<file path="src/rtl/ram_bus_arbiter.sv">
// ram_bus_arbiter: routes one of two requester SPI bundles (MCU engine or coprocessor
// engine) onto the single serial RAM port, with an nss-high gap between owners and an
// optional hold timeout so a busy owner cannot starve the other side.
module ram_bus_arbiter #(
    parameter int unsigned GAP_CYCLES     = 2,
    parameter int unsigned TIMEOUT_CYCLES = 4096,
    parameter int unsigned MCU_PRIORITY   = 0
) (
    input  logic clk,
    input  logic reset,

    input  logic mcu_req,
    output logic mcu_grant,
    input  logic mcu_ram_nss,
    input  logic mcu_ram_sck,
    input  logic mcu_ram_mosi,
    output logic mcu_ram_miso,

    input  logic cop_req,
    output logic cop_grant,
    input  logic cop_ram_nss,
    input  logic cop_ram_sck,
    input  logic cop_ram_mosi,
    output logic cop_ram_miso,

    output logic ram_nss,
    output logic ram_sck,
    output logic ram_mosi,
    input  logic ram_miso,

    output logic timeout_pulse,
    output logic busy
);

    localparam logic [1:0] IDLE    = 2'd0;
    localparam logic [1:0] OWN_MCU = 2'd1;
    localparam logic [1:0] OWN_COP = 2'd2;
    localparam logic [1:0] GAP     = 2'd3;

    localparam logic OWNER_MCU = 1'b0;
    localparam logic OWNER_COP = 1'b1;

    localparam int unsigned HOLD_W = (TIMEOUT_CYCLES > 0) ? $clog2(TIMEOUT_CYCLES + 1) : 1;
    localparam int unsigned GAP_W  = (GAP_CYCLES > 1) ? $clog2(GAP_CYCLES) : 1;

    localparam logic [HOLD_W-1:0] HOLD_MAX  = HOLD_W'(TIMEOUT_CYCLES);
    localparam logic [HOLD_W-1:0] HOLD_LAST = HOLD_W'(TIMEOUT_CYCLES - 1);
    localparam logic [GAP_W-1:0]  GAP_LAST  = GAP_W'(GAP_CYCLES - 1);

    logic [1:0]        state_q, state_d;
    logic              last_owner_q, last_owner_d;
    // Set by a revocation: the next tie goes round-robin even with MCU priority.
    logic              force_rr_q, force_rr_d;
    logic [HOLD_W-1:0] hold_q, hold_d;
    logic [GAP_W-1:0]  gap_q, gap_d;
    logic              ram_nss_q, ram_nss_d;
    logic              ram_sck_q, ram_sck_d;
    logic              ram_mosi_q, ram_mosi_d;
    logic              timeout_pulse_q, timeout_pulse_d;

    logic own_cop;
    logic owner_req;
    logic other_req;
    logic owner_nss;
    logic owner_sck;
    logic owner_mosi;
    logic pick_cop;

    // Select the current owner's request and SPI bundle.
    always_comb begin
        own_cop    = (state_q == OWN_COP);
        owner_req  = own_cop ? cop_req : mcu_req;
        other_req  = own_cop ? mcu_req : cop_req;
        owner_nss  = own_cop ? cop_ram_nss : mcu_ram_nss;
        owner_sck  = own_cop ? cop_ram_sck : mcu_ram_sck;
        owner_mosi = own_cop ? cop_ram_mosi : mcu_ram_mosi;
    end

    // Arbitration, ownership, release/revocation and gap sequencing.
    always_comb begin
        state_d         = state_q;
        last_owner_d    = last_owner_q;
        force_rr_d      = force_rr_q;
        hold_d          = hold_q;
        gap_d           = gap_q;
        timeout_pulse_d = 1'b0;
        ram_nss_d       = 1'b1;
        ram_sck_d       = 1'b0;
        ram_mosi_d      = 1'b0;
        pick_cop        = 1'b0;

        unique case (state_q)
            IDLE: begin
                if (mcu_req && cop_req) begin
                    if ((MCU_PRIORITY != 0) && !force_rr_q) begin
                        pick_cop = 1'b0;
                    end else begin
                        pick_cop = (last_owner_q == OWNER_MCU);
                    end
                end else begin
                    pick_cop = cop_req;
                end
                if (mcu_req || cop_req) begin
                    state_d      = pick_cop ? OWN_COP : OWN_MCU;
                    last_owner_d = pick_cop ? OWNER_COP : OWNER_MCU;
                    force_rr_d   = 1'b0;
                    hold_d       = '0;
                end
            end

            OWN_MCU, OWN_COP: begin
                if (!owner_req) begin
                    // Release wins over a coincident timeout.
                    state_d = GAP;
                    gap_d   = '0;
                end else if ((TIMEOUT_CYCLES != 0) && (hold_q >= HOLD_LAST) && other_req) begin
                    state_d         = GAP;
                    gap_d           = '0;
                    timeout_pulse_d = 1'b1;
                    force_rr_d      = 1'b1;
                end else begin
                    ram_nss_d  = owner_nss;
                    ram_sck_d  = owner_sck;
                    ram_mosi_d = owner_mosi;
                    if (hold_q != HOLD_MAX) begin
                        hold_d = hold_q + 1'b1;
                    end
                end
            end

            GAP: begin
                if (gap_q == GAP_LAST) begin
                    state_d = IDLE;
                end else begin
                    gap_d = gap_q + 1'b1;
                end
            end

            default: state_d = IDLE;
        endcase
    end

    // State registers and registered RAM pins with synchronous reset.
    always_ff @(posedge clk) begin
        if (reset) begin
            state_q         <= IDLE;
            last_owner_q    <= OWNER_COP;
            force_rr_q      <= 1'b0;
            hold_q          <= '0;
            gap_q           <= '0;
            ram_nss_q       <= 1'b1;
            ram_sck_q       <= 1'b0;
            ram_mosi_q      <= 1'b0;
            timeout_pulse_q <= 1'b0;
        end else begin
            state_q         <= state_d;
            last_owner_q    <= last_owner_d;
            force_rr_q      <= force_rr_d;
            hold_q          <= hold_d;
            gap_q           <= gap_d;
            ram_nss_q       <= ram_nss_d;
            ram_sck_q       <= ram_sck_d;
            ram_mosi_q      <= ram_mosi_d;
            timeout_pulse_q <= timeout_pulse_d;
        end
    end

    assign mcu_grant     = (state_q == OWN_MCU);
    assign cop_grant     = (state_q == OWN_COP);
    assign mcu_ram_miso  = ram_miso & mcu_grant;
    assign cop_ram_miso  = ram_miso & cop_grant;
    assign ram_nss       = ram_nss_q;
    assign ram_sck       = ram_sck_q;
    assign ram_mosi      = ram_mosi_q;
    assign timeout_pulse = timeout_pulse_q;
    assign busy          = (state_q != IDLE);

endmodule

</file>
<file path="config.mk">
export PLATFORM = sky130hd
export DESIGN_NAME = ram_bus_arbiter
export DESIGN_NICKNAME = d
export VERILOG_FILES = /design/src/rtl/ram_bus_arbiter.sv
export SDC_FILE = /design/constraint.sdc
export NUM_CORES = 1
export LEC_CHECK = 0
export CORE_MARGIN = 2
export CORE_UTILIZATION = 40
export DETAILED_ROUTE_END_ITERATION = 8
export HOLD_SLACK_MARGIN = 0.15
export MAX_ROUTING_LAYER = met4
export PLACE_DENSITY_LB_ADDON = 0.2
export SYNTH_ARGS = -nofsm -noshare
export SYNTH_HDL_FRONTEND = slang
export SYNTH_SLANG_ARGS = --single-unit
</file>
<file path="constraint.sdc">
create_clock -name clk -period 2 [get_ports clk]
set_clock_uncertainty 0.1 [all_clocks]
set_input_delay 0.4 -clock clk [delete_from_list [all_inputs] [get_ports clk]]
set_output_delay 0.4 -clock clk [all_outputs]
set_load 0.005 [all_outputs]
</file>
# Yosys cells after proc, flatten, opt, wreduce, memory -nomap -nowiden
# Cells that the tools add are included.
[classes] mux=24 n_lt_le_gt_ge=1 addsub=2 n_mul=0 n_reduce_logical=14 div_mod_pow=0 n_bitwise=5 shifts=0 eq_ne=10
[ops] op="$mux 13" n=4
[ops] op="$pmux 13 s2" n=1
[ops] op="$add 13x1->13 const B" n=1
[ops] op="$ge 13x12->1 const B" n=1
[ops] op="$ne 13x13->1 const B" n=1
[ops] op="$mux 1" n=12
[ops] op="$mux 2" n=5
[ops] op="$ne 2x2->1 const B" n=5
[ops] op="$pmux 2 s3" n=1
[ops] op="$reduce_bool 2->1" n=3
[ops] op="$reduce_and 5->1" n=1
[ops] op="$eq 2x2->1 const B" n=2
[ops] op="$reduce_and 2->1" n=2
[ops] op="$reduce_or 4->1" n=1
[ops] op="$ne 3x3->1 const B" n=1
[ops] op="$not 1->1" n=3
[ops] op="$reduce_and 3->1" n=1
[ops] op="$reduce_or 3->1" n=1
[ops] op="$and 1x1->1" n=2
[ops] op="$eq 2x1->1 const B" n=1
[ops] op="$logic_and 1x1->1" n=2
[ops] op="$logic_not 2->1" n=1
[ops] op="$pmux 1 s2" n=1
[ops] op="$reduce_or 2->1" n=1
[ops] op="other kinds (2)" n=2
[word_totals] ff_bits=21 output_inout_bits=9 input_bits=11 rom_bits=0 ram_bits=0 word_cells=64 latchBits=0 memories=0

# Depth between registers and ports, before layout
# Gate-level depths: netlist of run 1.
[logic_depth] ltp_word=6 ltp_mapped=9 ltp_nobuf=7

# Worst setup path before layout of run 1
# Ideal clock, no wire load.
[synth_path] kind="reg-to-reg" startpoint="register state_q[0]" endpoint="register hold_q[2]" arrival_time_ps=1934 n_path_buf=2 t_required_ps=1778 synth_period_minus_slack_ps=2156 setup_time_ps=122 setup_slack_ps=-156 path_stages_with_launch=10 cell_sequence="dfxtp_1 > inv_1 > ha_1 > buf_6 > mux2_4 > nand3b_4 > o21a_1 > buf_6 > o211a_1 > a221o_1"
[synth_between] elab_chain_cells=5 elab_cells_between_ends=14 classes_between="6 x eq/ne; 3 x mux; 5 x reduce/logical"
[synth_rtl] item="from (decl)" line="50" rtl="logic [1:0] state_q, state_d;"
[synth_rtl] item="from (signal assigned)" line="156" rtl="state_q <= state_d;"
[synth_rtl] item="$eq 2x2->1 (*)"
[synth_rtl] item="net cop_grant" line="20" rtl="output logic cop_grant,"
[synth_rtl] item="$mux 1" line="73" rtl="other_req = own_cop ? mcu_req : cop_req;"
[synth_rtl] item="$logic_and 1x1->1" line="116" rtl="end else if ((TIMEOUT_CYCLES != 0) && (hold_q >= HOLD_LAST) && other_req) begin"
[synth_rtl] item="$ne 2x2->1 (no source line)"
[synth_rtl] item="$reduce_and 5->1 (no source line)"
[synth_rtl] item="to (signal assigned)" line="159" rtl="hold_q <= hold_d;"
[synth_rtl] item="to (decl)" line="54" rtl="logic [HOLD_W-1:0] hold_q, hold_d;"
# Mark *: on every way through the listed nets, which the timed path passes. The rest lies on a longest branch.
# A chain may end at the register's enable or synchronous reset.

# Final worst setup path of run 1
[layout_path] startpoint="register state_q[1]" endpoint="register hold_q[2]"
[layout_between] elab_chain_cells=5 elab_cells_between_ends=14 classes_between="6 x eq/ne; 3 x mux; 5 x reduce/logical"
[layout_rtl] item="$eq 2x2->1"
[layout_rtl] item="$mux 1" line="73"
[layout_rtl] item="$logic_and 1x1->1" line="116"
[layout_rtl] item="$ne 2x2->1 (no source line)"
[layout_rtl] item="$reduce_and 5->1 (no source line)"
# Parallel ways exist; a longest one is shown, timed or not.

==> Implementation_results.wiki, run 1 <==
{| class="wikitable"
! Metric !! Value
|-
| Placed instance count || 253
|-
| Clock tree from TritonCTS || yes
|-
| Maximum clock frequency || between 500 and 600 MHz
|-
| Non-Filler Cell Area, Final || between 1500 and 2000 sq um
|-
| Largest net degree at the start of global routing || 14
|-
| Root buf cell || sky130_fd_sc_hd__clkbuf_4
|-
| Area contributors post-synth || sky130_fd_sc_hd__dfxtp_1, sky130_fd_sc_hd__ha_1, sky130_fd_sc_hd__nand3_1
|-
| Share of synthesized area occupied by flip-flops and latches || 30.0%
|-
| Number of I/O pins || 20
|-
| Remaining Overflow, GRT || 0
|-
| Total inserted antenna cells || 0
|-
| Total routing resource utilization after global routing || roughly a fifth
|-
| Count of different cell masters after synthesis || between 40 and 50
|-
| Number of instances on the worst hold path || 2
|-
| Finish-stage setup viols || 0
|-
| Count of input and output buffers || 19
|-
| Die boundary width || 63.2 um
|-
| Final count of hold timing violations || 0
|-
| Unrepaired setup endpoints after global routing || true
|-
| Final period demand of the worst path || 1950 ps
|-
| Max Cap Violations || 0
|-
| Netlist area before placement || ~1400 sq um
|-
| Setup tns final || 0 ps
|-
| Chain of cells forming the critical path || buf_4, ha_4, mux2_4, nand3b_4, o21a_2, o211a_1, a221o_1
|-
| Vias per std cell || 5.59
|-
| Slew @ Worst Pin || around 540 ps
|-
| Starting utilization of the core area || 41.7%
|-
| Number of cell rows || 21
|-
| Met2 Usage GRT || between 30% and 40%
|-
| NumNets Final || approximately 230
|-
| Final ANT Viol Nets || 0
|-
| Count of TritonRoute iterations in the first routing pass || 7
|-
| Share of Yosys cell area claimed by the top area cell type || roughly 30%
|-
| Commonest cells in the netlist || sky130_fd_sc_hd__dfxtp_1, sky130_fd_sc_hd__inv_1, sky130_fd_sc_hd__nand3_1
|-
| Insertion delay of the later-clocked pin in the worst-skew pair || 310 ps
|-
| Maximum fanout encountered on the critical timing path || 6
|-
| Floorplan die area || 4000 sq um
|-
| Wirelength, routed || 3760 um
|-
| Synthesized area per cell || 8.45 sq um
|-
| Share of layout cells above drive strength 1 || 27.2%
|-
| Final routed wire length divided by cell count || about 15 um
|-
| Leakage power total || 0.775 nW
|-
| Maximum root-to-sink buffer count || 2
|-
| DIE HEIGHT || 63.2 um
|-
| Kind of start point of the critical path || flip-flop
|-
| Worst path slowest cell || sky130_fd_sc_hd__dfxtp_2
|-
| Syn nets || approximately 180
|-
| Worst R2R End || hold_q[2]
|-
| Predominant post-synthesis flop cell || sky130_fd_sc_hd__dfxtp_1
|-
| Worst hold start || gap_q
|-
| Endpoint type of the worst setup path || flip-flop
|-
| Beginning of the worst register-to-register path || state_q[1]
|-
| Vias in the first global route || 1331
|-
| Post-route core utilization || 56.7%
|-
| Fillers || 322
|-
| Setup slack on the worst flop-to-flop path || roughly 47 ps
|-
| Number of pins exceeding their max-slew limit in the final report || 0
|-
| Required time worst endpoint || 2110 ps
|-
| Final weighted congestion in routability-driven placement || roughly 0.87
|-
| Cell taking the most area after synthesis || sky130_fd_sc_hd__dfxtp_1
|-
| GR Layer Usage met3 || 3.57%
|-
| Yosys reg bits || 21
|-
| Total cell area at the placement stage || ~1800 sq um
|-
| Post-synthesis cell count || 166
|-
| Least setup slack across all paths after layout || 46.9 ps
|-
| Cell Pwr Density || 889 nW/um^2
|-
| Setup CP Type || flip-flop to flip-flop
|-
| Area of the placeable core || 3360 sq um
|-
| Met1 GRT Util || roughly 27%
|-
| Cell with the most instances after synthesis || sky130_fd_sc_hd__dfxtp_1
|-
| Clock edge transition at the registers on the reported setup and hold paths || 130 ps
|-
| Area added between synthesis and finish || 35.9%
|-
| Number of cell instances on the worst register-to-register path || 7
|-
| Placement Setup Slack || -336 ps
|-
| Peak-usage layer in the global routing report || met2
|-
| Slew Limit Headroom || 63.5%
|-
| Inserted Clock Buffers || 3
|-
| Number of flops mapped to enable cells by yosys || 0
|-
| Number of warning messages in the yosys log || 0
|-
| Async S/R FF share, synth || 0%
|-
| Period utilization || 97.7%
|-
| First-pass GRT wire length || 6330 um
|-
| Total via count after detailed routing || 1449
|-
| Worst min-delay path category || flip-flop to flip-flop
|-
| Number of standard cells in the final layout excluding fillers || 259
|-
| Initial drt markers || 91
|-
| Peak supply drop || 0.363 mV
|-
| Number of antenna violations at the first check in global routing || 0
|-
| Total number of clock tree sinks || 21
|-
| Largest stage delay on the critical path || 340 ps
|-
| Status || complete, no violations
|-
| DPL Wire Length || 2940 um
|-
| Critical path arrival || 2060 ps
|-
| H-tree depth || 1
|-
| End point of the worst hold path || gap_q
|-
| Remaining routing DRC violations || 0
|}
[worst max-delay path: cells and delay by family, from the launching register on]
kind,cells,cell delay [ps]
mux,1,220
flops,1,340
fa+ha+maj,1,170
buf+inv,1,140
simple gates,1,80
compound gates,3,800
[where the power goes]
| group | switching [mW] | internal (mW) |
|---|---|---|
| combinational | 0.517 | 0.467 |
| clock | 0.140 | 0.0778 |
| sequential | 0.0250 | 0.468 |
| total | 0.682 | 1.01 |
[per-stage QoR]
step	hold slack, ps	power [mW]
floorplan	358	1.05
global placement	384	1.45
detailed placement	382	1.47
CTS	401	1.67
global route	415	1.82
finish	398	1.70
[kinds of logic after synthesis]
kind of cell / Yosys count / synth area share [%]
AO/OA/AOI/OAI: 41 / 23.0
adder cells (fa/ha/maj): 7 / 6.24
buffers and inverters: 25 / 8.21
flip-flops: 21 / 30.0
multiplexers: 4 / 3.21
AND/OR/NAND/NOR: 68 / 29.3
[layout make-up]
class,instances,area (sq um),area share [%]
clock buffers,4,26.3,1.38
well taps,46,57.6,3.02
inverters,15,56.3,2.95
flip-flops and latches,21,425,22.3
repair buffers,53,444,23.3
multi-input cells,120,896,47.0
[sequential cells by signal, indices dropped and copies added, names as in the netlist]
| register | count |
|---|---|
| last_owner_q | 1 |
| ram_nss | 1 |
| gap_q | 1 |
| ram_sck | 1 |
| ram_mosi | 1 |
| hold_q | 13 |
| timeout_pulse | 1 |
| state_q | 2 |
[what timing repair did]
item | CTS | global route
pin swaps | 1 | 0
gates resized for setup | 9 | 5
hold buffers | 0 | 0
setup endpoints to repair | 5 | 13
buffers inserted | 0 | 2
[worst max path at each step]
stage,startpoint,slack (ps),depth (start not counted),to
2_1_floorplan,state_q[0],20,9,hold_q[2]
3_3_place_gp,mcu_req,-230,7,state_q[0]
3_5_place_dp,mcu_req,-340,7,state_q[0]
4_1_cts,state_q[1],30,5,cop_ram_miso
5_1_grt,mcu_req,-20,6,hold_q[2]
6_report,state_q[1],50,7,hold_q[2]
[cell usage in the layout, fill, tap and decap left out, types with 2 or more instances in the layout]
| cell | instances |
|---|---|
| sky130_fd_sc_hd__a41oi_1 | 2 |
| sky130_fd_sc_hd__nor4_1 | 2 |
| sky130_fd_sc_hd__o21ai_1 | 5 |
| sky130_fd_sc_hd__o21ai_0 | 2 |
| sky130_fd_sc_hd__dfxtp_1 | 17 |
| sky130_fd_sc_hd__inv_1 | 14 |
| sky130_fd_sc_hd__clkbuf_4 | 3 |
| sky130_fd_sc_hd__dlygate4sd2_1 | 4 |
| sky130_fd_sc_hd__nor3_1 | 7 |
| sky130_fd_sc_hd__nor2_1 | 8 |
| sky130_fd_sc_hd__a21oi_1 | 6 |
| sky130_fd_sc_hd__buf_4 | 33 |
| sky130_fd_sc_hd__and2_1 | 2 |
| sky130_fd_sc_hd__o211ai_2 | 5 |
| sky130_fd_sc_hd__dfxtp_2 | 4 |
| sky130_fd_sc_hd__a31oi_1 | 2 |
| sky130_fd_sc_hd__o211ai_1 | 7 |
| sky130_fd_sc_hd__clkdlybuf4s50_1 | 14 |
| sky130_fd_sc_hd__nand4_1 | 10 |
| sky130_fd_sc_hd__mux2i_1 | 3 |
| sky130_fd_sc_hd__nor3b_1 | 3 |
| sky130_fd_sc_hd__ha_1 | 5 |
| sky130_fd_sc_hd__nand2_1 | 8 |
| sky130_fd_sc_hd__and3_1 | 2 |
| sky130_fd_sc_hd__nand3_1 | 13 |
| sky130_fd_sc_hd__a211oi_1 | 2 |
[routing by layer]
layer,part of all wire [%],up-vias
met5,0,-
met4,0.56,0
met3,4.3,2
met2,47,48
met1,48,680
li1,-,719
(Power assumes the default switching activity.)
==> inputs of run 2 (changes only) <==
==> constraint.sdc (replaced) <==
create_clock -name clk -period 1.9 [get_ports clk]
set_clock_uncertainty 0.1 [all_clocks]
set_input_delay 0.38 -clock clk [delete_from_list [all_inputs] [get_ports clk]]
set_output_delay 0.38 -clock clk [all_outputs]
set_load 0.005 [all_outputs]
==> run 2 against run 1 <==
- the flow now finishes with violations (setup timing)
- highest routed layer unchanged
- via count up 5.2%
- register-to-register slack worse by 100 ps
- critical endpoint unchanged
- routed wire length grew 8.4%
- setup slack got worse by 100 ps
- final area rose by 12%
- die area is the same
- non-clock buffer count rose by 11
- sequential power is 4.9% higher
- fmax is 0.15% lower
- clock power is 7% higher
- largest cell class unchanged
- hold slack improved by 25 ps
==> Implementation_results.wiki, run 2 (synthesis gave the netlist of run 1 again) <==
{| class="wikitable"
! Metric !! Value
|-
| Status || finished with violations
|-
| Violations in the final reports || setup timing
|-
| Comb power frac || 64.2%
|-
| Clock tree from TritonCTS || yes
|-
| Commonest non-fill, non-tap cell in the layout || sky130_fd_sc_hd__buf_4
|-
| Share of layout cells above drive strength 1 || 39.3%
|-
| Kind of start point of the critical path || flip-flop
|-
| Wirelength, routed || between 4000 and 5000 um
|-
| Final count of hold timing violations || 0
|-
| Number of pins exceeding their max-slew limit in the final report || 0
|-
| Leakage power total || 0.859 nW
|-
| # hold bufs at CTS || 0
|-
| DPL Wire Length || 2860 um
|-
| Critical path origin || state_q[1]
|-
| Number of cell instances on the worst register-to-register path || 8
|-
| Beginning of the worst register-to-register path || state_q[1]
|-
| Least setup slack across all paths after layout || -56.0 ps
|-
| Net switching component of the power || 842 uW
|-
| Leading registers by flop count || hold_q x13, state_q x2
|-
| Net Sw Frac || 40.3%
|-
| Count of TritonRoute iterations in the first routing pass || 4
|-
| Peak supply drop || 0.504 mV
|-
| Slew Limit Headroom || 61.7%
|-
| Clock edge transition at the registers on the reported setup and hold paths || roughly 120 ps
|-
| Vias per std cell || roughly 5.6
|-
| Setup slack on the worst flop-to-flop path || -60 ps
|-
| Clock share of power || about 11%
|-
| Total inserted antenna cells || 0
|-
| Smallest hold slack || 423 ps
|-
| Worst hold start || gap_q
|-
| Maximum root-to-sink buffer count || 2
|-
| Critical path arrival || 2080 ps
|-
| Sequential cell fraction of total power || 24.7%
|-
| Maximum fanout encountered on the critical timing path || 6
|-
| Total routing resource utilization after global routing || between 20% and 30%
|-
| Largest register FFs || 13
|-
| H-tree depth || 1
|-
| Cell Pwr Density || about 980 nW/um^2
|-
| Area of the placeable core || ~3400 sq um
|-
| NumNets Final || 243
|-
| Inserted Clock Buffers || 3
|-
| Number of cell rows || 21
|-
| Total via count after detailed routing || 1525
|-
| Worst min-delay path category || flip-flop to flip-flop
|-
| Count of input and output buffers || 19
|-
| Internal power of the cells || between 1 and 1.5 mW
|-
| Final ANT Viol Nets || 0
|-
| Floorplan die area || about 4000 sq um
|-
| Max Cap Violations || 0
|-
| Initial drt markers || 73
|-
| Number of I/O pins || 20
|-
| Final weighted congestion in routability-driven placement || 0.854
|-
| Worst R2R End || hold_q[2]
|-
| Starting utilization of the core area || roughly two fifths
|-
| Finish-stage setup viols || 2
|-
| Die boundary width || 63.2 um
|-
| Leading cell types in the layout, fill and taps excluded || sky130_fd_sc_hd__buf_4, sky130_fd_sc_hd__dfxtp_1, sky130_fd_sc_hd__clkdlybuf4s50_1, sky130_fd_sc_hd__inv_1, sky130_fd_sc_hd__nand3_1
|-
| DIE HEIGHT || 63.2 um
|-
| Slew @ Worst Pin || 573 ps
|-
| Endpoint type of the worst setup path || flip-flop
|-
| Post-route core utilization || 63.5%
|-
| Vias in the first global route || 1510
|-
| Remaining Overflow, GRT || 0
|-
| Area added between synthesis and finish || 52.4%
|-
| Maximum clock frequency || slightly above 500 MHz
|-
| Root buf cell || sky130_fd_sc_hd__clkbuf_4
|-
| End point of the worst hold path || gap_q
|-
| Period utilization || 103%
|-
| Setup CP Type || flip-flop to flip-flop
|-
| Largest net degree at the start of global routing || 12
|-
| Required time worst endpoint || 2020 ps
|-
| Insertion delay of the later-clocked pin in the worst-skew pair || between 300 and 400 ps
|-
| Reg with most FFs || hold_q
|-
| Total number of clock tree sinks || 21
|-
| First-pass GRT wire length || 6830 um
|-
| Number of instances on the worst hold path || 2
|-
| Final period demand of the worst path || roughly 2000 ps
|-
| Remaining routing DRC violations || 0
|-
| Final routed wire length divided by cell count || 15.1 um
|-
| Number of antenna violations at the first check in global routing || 0
|-
| Unrepaired setup endpoints after global routing || true
|}
[run 2: repair_timing]
| item | 4_1_cts | 5_1_grt |
|---|---|---|
| setup buffers | 5 | 1 |
| resized for setup | 19 | 27 |
| pin swaps | 4 | 10 |
| setup endpoints to repair | 20 | 23 |
[run 2: critical path, cell delays in order (launching register included)]
cell                       delay (ps)
sky130_fd_sc_hd__dfxtp_2          340
sky130_fd_sc_hd__buf_6            110
sky130_fd_sc_hd__ha_4             150
sky130_fd_sc_hd__buf_6            120
sky130_fd_sc_hd__mux2_4           210
sky130_fd_sc_hd__nand3b_4          80
sky130_fd_sc_hd__o21a_4           230
sky130_fd_sc_hd__o211a_1          220
sky130_fd_sc_hd__a221o_1          300
[run 2: worst max-delay path by stage]
stage                 to  slack [ps]  depth (start not counted)
2_1_floorplan  hold_q[2]         -80                          9
3_3_place_gp   hold_q[2]        -310                          6
3_5_place_dp   hold_q[2]        -370                          6
4_1_cts        hold_q[2]         -90                          8
5_1_grt        hold_q[2]        -130                          8
6_report       hold_q[2]         -60                          8
[run 2: layout make-up]
cell class | instances | area, sq um
Sequential cell | 21 | 423
Inverter | 15 | 63.8
Multi-Input combinational cell | 120 | 1020
Timing Repair Buffer | 64 | 542
Clock buffer | 4 | 26.3
Tap cell | 46 | 57.6
Fill cell | 288 | 1230
[run 2: routing by layer]
layer	vias up	GRT usage [%]	share of wire (%)	wire length (um)
met1	732	27.3	45	1840
li1	739	-	-	-
met3	8	2.50	4.0	161
met5	-	-	0	0
met2	46	38.2	49	2010
met4	0	5.71	1.4	59
[run 2: metrics by stage]
step / setup slack [ps] / cells / instance area, sq um / power [mW] / TNS, ps
floorplan: -79.2 / 166 / 1420 / 1.11 / -79.2
global placement: -310 / 261 / 1910 / 1.55 / -4750
detailed placement: -366 / 261 / 1910 / 1.57 / -5730
CTS: -86.7 / 270 / 2030 / 1.93 / -149
global route: -126 / 270 / 2140 / 2.21 / -814
finish: -56.0 / 270 / 2140 / 2.09 / -71.5
[run 2: power groups by stage]
stage / Combinational [mW] / Sequential (mW) / Clock (mW)
after floorplan: 0.574 / 0.535 / 0
after global placement: 1.03 / 0.524 / 0
after detailed placement: 1.05 / 0.525 / 0
after CTS: 1.18 / 0.514 / 0.233
after global routing: 1.44 / 0.522 / 0.252
final: 1.34 / 0.517 / 0.233
